### config.mk
export PLATFORM = sky130hd
export DESIGN_NAME = mic_level_compare
export DESIGN_NICKNAME = d
export VERILOG_FILES = /design/src/rtl/mic_level_compare.sv
export SDC_FILE = /design/constraint.sdc
export NUM_CORES = 1
export LEC_CHECK = 0
export ABC_CLOCK_PERIOD_IN_PS = 6200
export CORE_ASPECT_RATIO = 0.6
export CORE_MARGIN = 2
export CORE_UTILIZATION = 62
export CTS_BUF_LIST = sky130_fd_sc_hd__clkbuf_8
export DETAILED_ROUTE_END_ITERATION = 8
export PLACE_DENSITY = 0.82
export SETUP_SLACK_MARGIN = 0.5
export SLEW_MARGIN = 25
export SYNTH_ARGS = -nofsm -noshare
export SYNTH_HDL_FRONTEND = slang
export SYNTH_SLANG_ARGS = --single-unit
### constraint.sdc
create_clock -name clock -period 6.2 [get_ports clock]
set_input_delay 0.62 -clock clock [delete_from_list [all_inputs] [get_ports clock]]
set_output_delay 0.62 -clock clock [all_outputs]
set_load 0.05 [all_outputs]
### src/rtl/mic_level_compare.sv
// Pairs left/right mic samples, accumulates |amplitude| per channel over a window
// of 2^LOG2_WIN pairs, then publishes both energies and a left/centre/right decision.
module mic_level_compare #(
  parameter int LOG2_WIN = 10,
  parameter int DB_SHIFT = 3
) (
  input  logic                    clock,
  input  logic                    reset,
  input  logic [17:0]             data,
  input  logic                    d_rdy_l,
  input  logic                    d_rdy_r,
  output logic [17+LOG2_WIN-1:0]  energy_l,
  output logic [17+LOG2_WIN-1:0]  energy_r,
  output logic [1:0]              dir,
  output logic                    result_valid,
  output logic [7:0]              drop_count
);

  localparam int AW = 17 + LOG2_WIN;
  localparam int XW = AW + 2;

  typedef enum logic {
    WAIT_L = 1'b0,
    HAVE_L = 1'b1
  } state_t;

  state_t                state_q, state_d;
  logic [16:0]           held_l_q, held_l_d;
  logic [AW-1:0]         acc_l_q, acc_l_d, acc_r_q, acc_r_d;
  logic [LOG2_WIN-1:0]   pair_cnt_q, pair_cnt_d;
  logic [AW-1:0]         snap_l_q, snap_l_d, snap_r_q, snap_r_d;
  logic                  snap_vld_q, snap_vld_d;
  logic [AW-1:0]         energy_l_q, energy_l_d, energy_r_q, energy_r_d;
  logic [1:0]            dir_q, dir_d;
  logic                  result_valid_q, result_valid_d;
  logic [7:0]            drop_q, drop_d;

  logic [17:0]           neg;
  logic [16:0]           mag;
  logic [AW-1:0]         sum_l, sum_r;
  logic                  drop_inc;
  logic [XW-1:0]         ext_l, ext_r, dead;

  always_comb begin
    // Only -131072 leaves bit 17 set after negation; clamp it to the largest magnitude.
    neg   = ~data + 18'd1;
    mag   = data[17] ? (neg[17] ? 17'h1FFFF : neg[16:0]) : data[16:0];
    sum_l = acc_l_q + {{LOG2_WIN{1'b0}}, held_l_q};
    sum_r = acc_r_q + {{LOG2_WIN{1'b0}}, mag};

    state_d    = state_q;
    held_l_d   = held_l_q;
    acc_l_d    = acc_l_q;
    acc_r_d    = acc_r_q;
    pair_cnt_d = pair_cnt_q;
    snap_l_d   = snap_l_q;
    snap_r_d   = snap_r_q;
    snap_vld_d = 1'b0;
    drop_inc   = 1'b0;

    case (state_q)
      WAIT_L: begin
        if (d_rdy_l) begin
          held_l_d = mag;
          state_d  = HAVE_L;
          drop_inc = d_rdy_r;
        end else if (d_rdy_r) begin
          drop_inc = 1'b1;
        end
      end
      HAVE_L: begin
        if (d_rdy_l) begin
          held_l_d = mag;
          drop_inc = 1'b1;
        end else if (d_rdy_r) begin
          pair_cnt_d = pair_cnt_q + LOG2_WIN'(1);
          state_d    = WAIT_L;
          if (pair_cnt_q == '1) begin
            snap_l_d   = sum_l;
            snap_r_d   = sum_r;
            snap_vld_d = 1'b1;
            acc_l_d    = '0;
            acc_r_d    = '0;
          end else begin
            acc_l_d = sum_l;
            acc_r_d = sum_r;
          end
        end
      end
      default: state_d = WAIT_L;
    endcase

    drop_d = (drop_inc && drop_q != 8'hFF) ? drop_q + 8'd1 : drop_q;
  end

  always_comb begin
    // Two spare bits keep snap + dead from wrapping even with DB_SHIFT = 0.
    ext_l = XW'(snap_l_q);
    ext_r = XW'(snap_r_q);
    dead  = (ext_l + ext_r) >> DB_SHIFT;

    energy_l_d     = energy_l_q;
    energy_r_d     = energy_r_q;
    dir_d          = dir_q;
    result_valid_d = 1'b0;

    if (snap_vld_q) begin
      energy_l_d     = snap_l_q;
      energy_r_d     = snap_r_q;
      result_valid_d = 1'b1;
      if (ext_l > ext_r + dead)      dir_d = 2'b01;
      else if (ext_r > ext_l + dead) dir_d = 2'b10;
      else                           dir_d = 2'b00;
    end
  end

  always_ff @(posedge clock) begin
    if (reset) begin
      state_q        <= WAIT_L;
      held_l_q       <= '0;
      acc_l_q        <= '0;
      acc_r_q        <= '0;
      pair_cnt_q     <= '0;
      snap_l_q       <= '0;
      snap_r_q       <= '0;
      snap_vld_q     <= 1'b0;
      energy_l_q     <= '0;
      energy_r_q     <= '0;
      dir_q          <= 2'b00;
      result_valid_q <= 1'b0;
      drop_q         <= '0;
    end else begin
      state_q        <= state_d;
      held_l_q       <= held_l_d;
      acc_l_q        <= acc_l_d;
      acc_r_q        <= acc_r_d;
      pair_cnt_q     <= pair_cnt_d;
      snap_l_q       <= snap_l_d;
      snap_r_q       <= snap_r_d;
      snap_vld_q     <= snap_vld_d;
      energy_l_q     <= energy_l_d;
      energy_r_q     <= energy_r_d;
      dir_q          <= dir_d;
      result_valid_q <= result_valid_d;
      drop_q         <= drop_d;
    end
  end

  assign energy_l     = energy_l_q;
  assign energy_r     = energy_r_q;
  assign dir          = dir_q;
  assign result_valid = result_valid_q;
  assign drop_count   = drop_q;

endmodule

==> reports/results.txt <==
Distinct cells, synth - 67
H-tree depth - 2
Fin Hold WS - 0.460 ns
Hold Path Class - flop to flop
Clock transition at path regs - 0.07 ns
Worst Tran Pin Value - 1.02 ns
Max Freq - 178 MHz
Seq/Total Area, Yosys - 0.290
Final HPWL DP - 32,400 microns
WL final - 43,100 microns
vias per cell - 6.34
Critical Path Start Type - flop
asr flop ratio synth - 0
critical path peak fanout - 5
Mapped Cells - 1,686
Overall Power - 2910 uW
Critical-path top delay cell - ha_1
PD cells - 177 nW/um^2
Leak Pwr - 0.00702 uW
Final Max Tran Viols - 0
die width - 198 microns
Root Driver - clkbuf_8
number of synthesized flops with an enable pin - 0
first-pass GRT wire length - 65,500 microns
max_cap viols - 0
total gr overflow - 0
Final Net Count - 1,996
RD Place Congestion - 0.965
final routed DRC violation total - 0
largest net degree at the start of global routing - 69
Core Region - 22,100 sq um
Mean Syn Cell Area - 8.28 sq um
CP max stage delay - 0.37 ns
syn_nets - 1,881
Routed wire per std cell - 20.4 microns
RSZ-0062 raised after global routing - no
share of cells above drive strength 1 - 0.102
die area - 23,800 sq um
First-pass DRT Iterations - 6
via count - 13.4k
Post-Syn Area - 14,000 sq um
initial antenna violation count - 0
top_reg_cell synth - dfxtp_1
Vert. Die Dim - 120 microns
hold violation count in the final report - 0
clk_skew - 0.0321 ns
Starting DRT DRC Count - 1,484
Tmin final - 5.62 ns
type of element capturing the critical path - flop
vias in the first global route - 12.0k
CP Class - flop to flop
# diodes - 0
Initial Util - 0.632
commonest cells after routing, fill and taps aside - dfxtp_1, nor2_1, ha_1, nand2_1, a21oi_1
clock sink count - 202
port bufs - 86
GRT Util Overall - 0.354
synthesis-to-finish area growth - 17.9%
VDD IR-drop max - 0.169 mV
number of synthesized register bits - 202
Core Rows - 42
crit path DAT - 6.02 ns
Setup TNS - 0 ns
status - completed
fin crit share - 0.906
CTS buffer count - 34
clk_lat worst skew - 0.57 ns
# setup viols final - 0
Antenna Violating Nets Remaining - 0
commonest non-fill, non-tap cell in the layout - dfxtp_1
Worst Path Required - 6.61 ns
# fillers - 1,633
I/O pin count - 87
CTS tree - built
worst rel slew slack - 0.320
Max clock buf depth - 3
Hold Buf Count CTS - 0
Synth Warn # - 0
power by group:
group          switching, uW  total (uW)  internal, uW
Combinational            144         227          83.1
Sequential              15.7        1330          1310
Clock                    596        1350           756
flip-flops by register name (all words and copies together), names as in the netlist:
register,cells
snap_vld_q,1
pair_cnt_q,10
state_q,1
drop_count,8
energy_r,27
snap_r_q,27
dir,2
snap_l_q,27
energy_l,27
acc_r_q,27
acc_l_q,27
held_l_q,17
result_valid,1
synth_stat cells, types with 4 or more instances:
cell type  instances  area, sq um
ha_1             169         2110
nand4_1           26          163
o21ai_1            4         20.0
a22o_1             5         43.8
a22oi_1           14          105
mux2i_1           60          601
o21a_1            19          143
clkbuf_1          54          203
a221oi_1           4         35.0
dfxtp_1          202         4040
a31oi_1           13         81.3
o21bai_1          15          113
o22ai_1            5         31.3
a21o_1            61          458
or4_1              5         37.5
a211oi_1          28          210
o211ai_1           8         60.1
buf_1              4         15.0
xnor2_1           67          587
nand3_1           47          235
and2_1             5         31.3
and4_1             6         52.6
o31ai_1           12         90.1
a31o_2             4         35.0
or3_1             12         75.1
xor2_1            61          534
a221o_1            4         40.0
and3_1            21          131
a311oi_2           4         60.1
a311oi_1          11         96.3
nor3_1            23          115
nand2_1          154          578
nor2b_1           16          100
fa_1               4         80.1
a21oi_1          147          736
a21boi_0           4         30.0
inv_1             43          161
nand2b_1          21          131
o21ai_0           82          410
nor2_1           191          717
or2_2              5         31.3
final cells by class:
class,count,area [sq um],share of cell area
tap,286,358,0.0217
inverter,43,161,0.00981
clock buffer,46,633,0.0385
timing repair buffer,140,1280,0.0778
sequential,202,4060,0.247
clock inverter,15,136,0.00829
multi-input combinational,1380,9830,0.597
per-stage QoR:
step,cell area [sq um],util,setup slack [ns],std cells
finish,16500,0.746,0.584,2112
global placement,15200,0.690,0.445,2036
global route,16500,0.746,0.370,2112
detailed placement,15200,0.690,0.224,2036
floorplan,14000,-,1.05,1686
CTS,16100,0.728,0.529,2097
cells by family after synthesis:
kind of cell    Yosys count  share of synthesized area
simple gates            549                      0.183
xor+xnor                128                     0.0803
compound gates          470                      0.217
fa+ha+maj               173                      0.157
mux                      60                     0.0430
buf+inv                 104                     0.0287
flops                   202                      0.290
metal layers:
| metal | global-route usage | routed length [microns] | part of all wire | up-vias |
|---|---|---|---|---|
| met5 | 0 | 0 | 0 | - |
| met4 | 0.0714 | 743 | 0.017 | 0 |
| met3 | 0.117 | 5880 | 0.14 | 65 |
| met2 | 0.455 | 16100 | 0.37 | 707 |
| met1 | 0.556 | 20400 | 0.47 | 6261 |
| li1 | - | - | - | 6356 |
critical path: cells and delay by family, from the launching register on:
family | cells | cell delay (ns)
buffers and inverters | 2 | 0.25
AND/OR/NAND/NOR | 8 | 1.02
XOR/XNOR | 2 | 0.36
multiplexers | 1 | 0.16
AO/OA/AOI/OAI | 14 | 2.37
flip-flops | 1 | 0.35
adder cells (fa/ha/maj) | 3 | 0.98
timing repair:
item                                   CTS  global route
endpoints found under the hold margin    0             0
setup buffers                            0            14
resized for setup                       14            61
setup endpoints to repair                2             2
pin swaps                                2            25
final timing paths:
path / from / to / slack, ns / depth (start not counted)
min: acc_r_q[6] / acc_r_q[6] / 0.46 / 2
max reg2reg: snap_r_q[2] / dir[0] / 0.58 / 30
min reg2reg: acc_r_q[6] / acc_r_q[6] / 0.46 / 2
max: snap_r_q[2] / dir[0] / 0.58 / 30
Power figures use the tool's default switching activity.
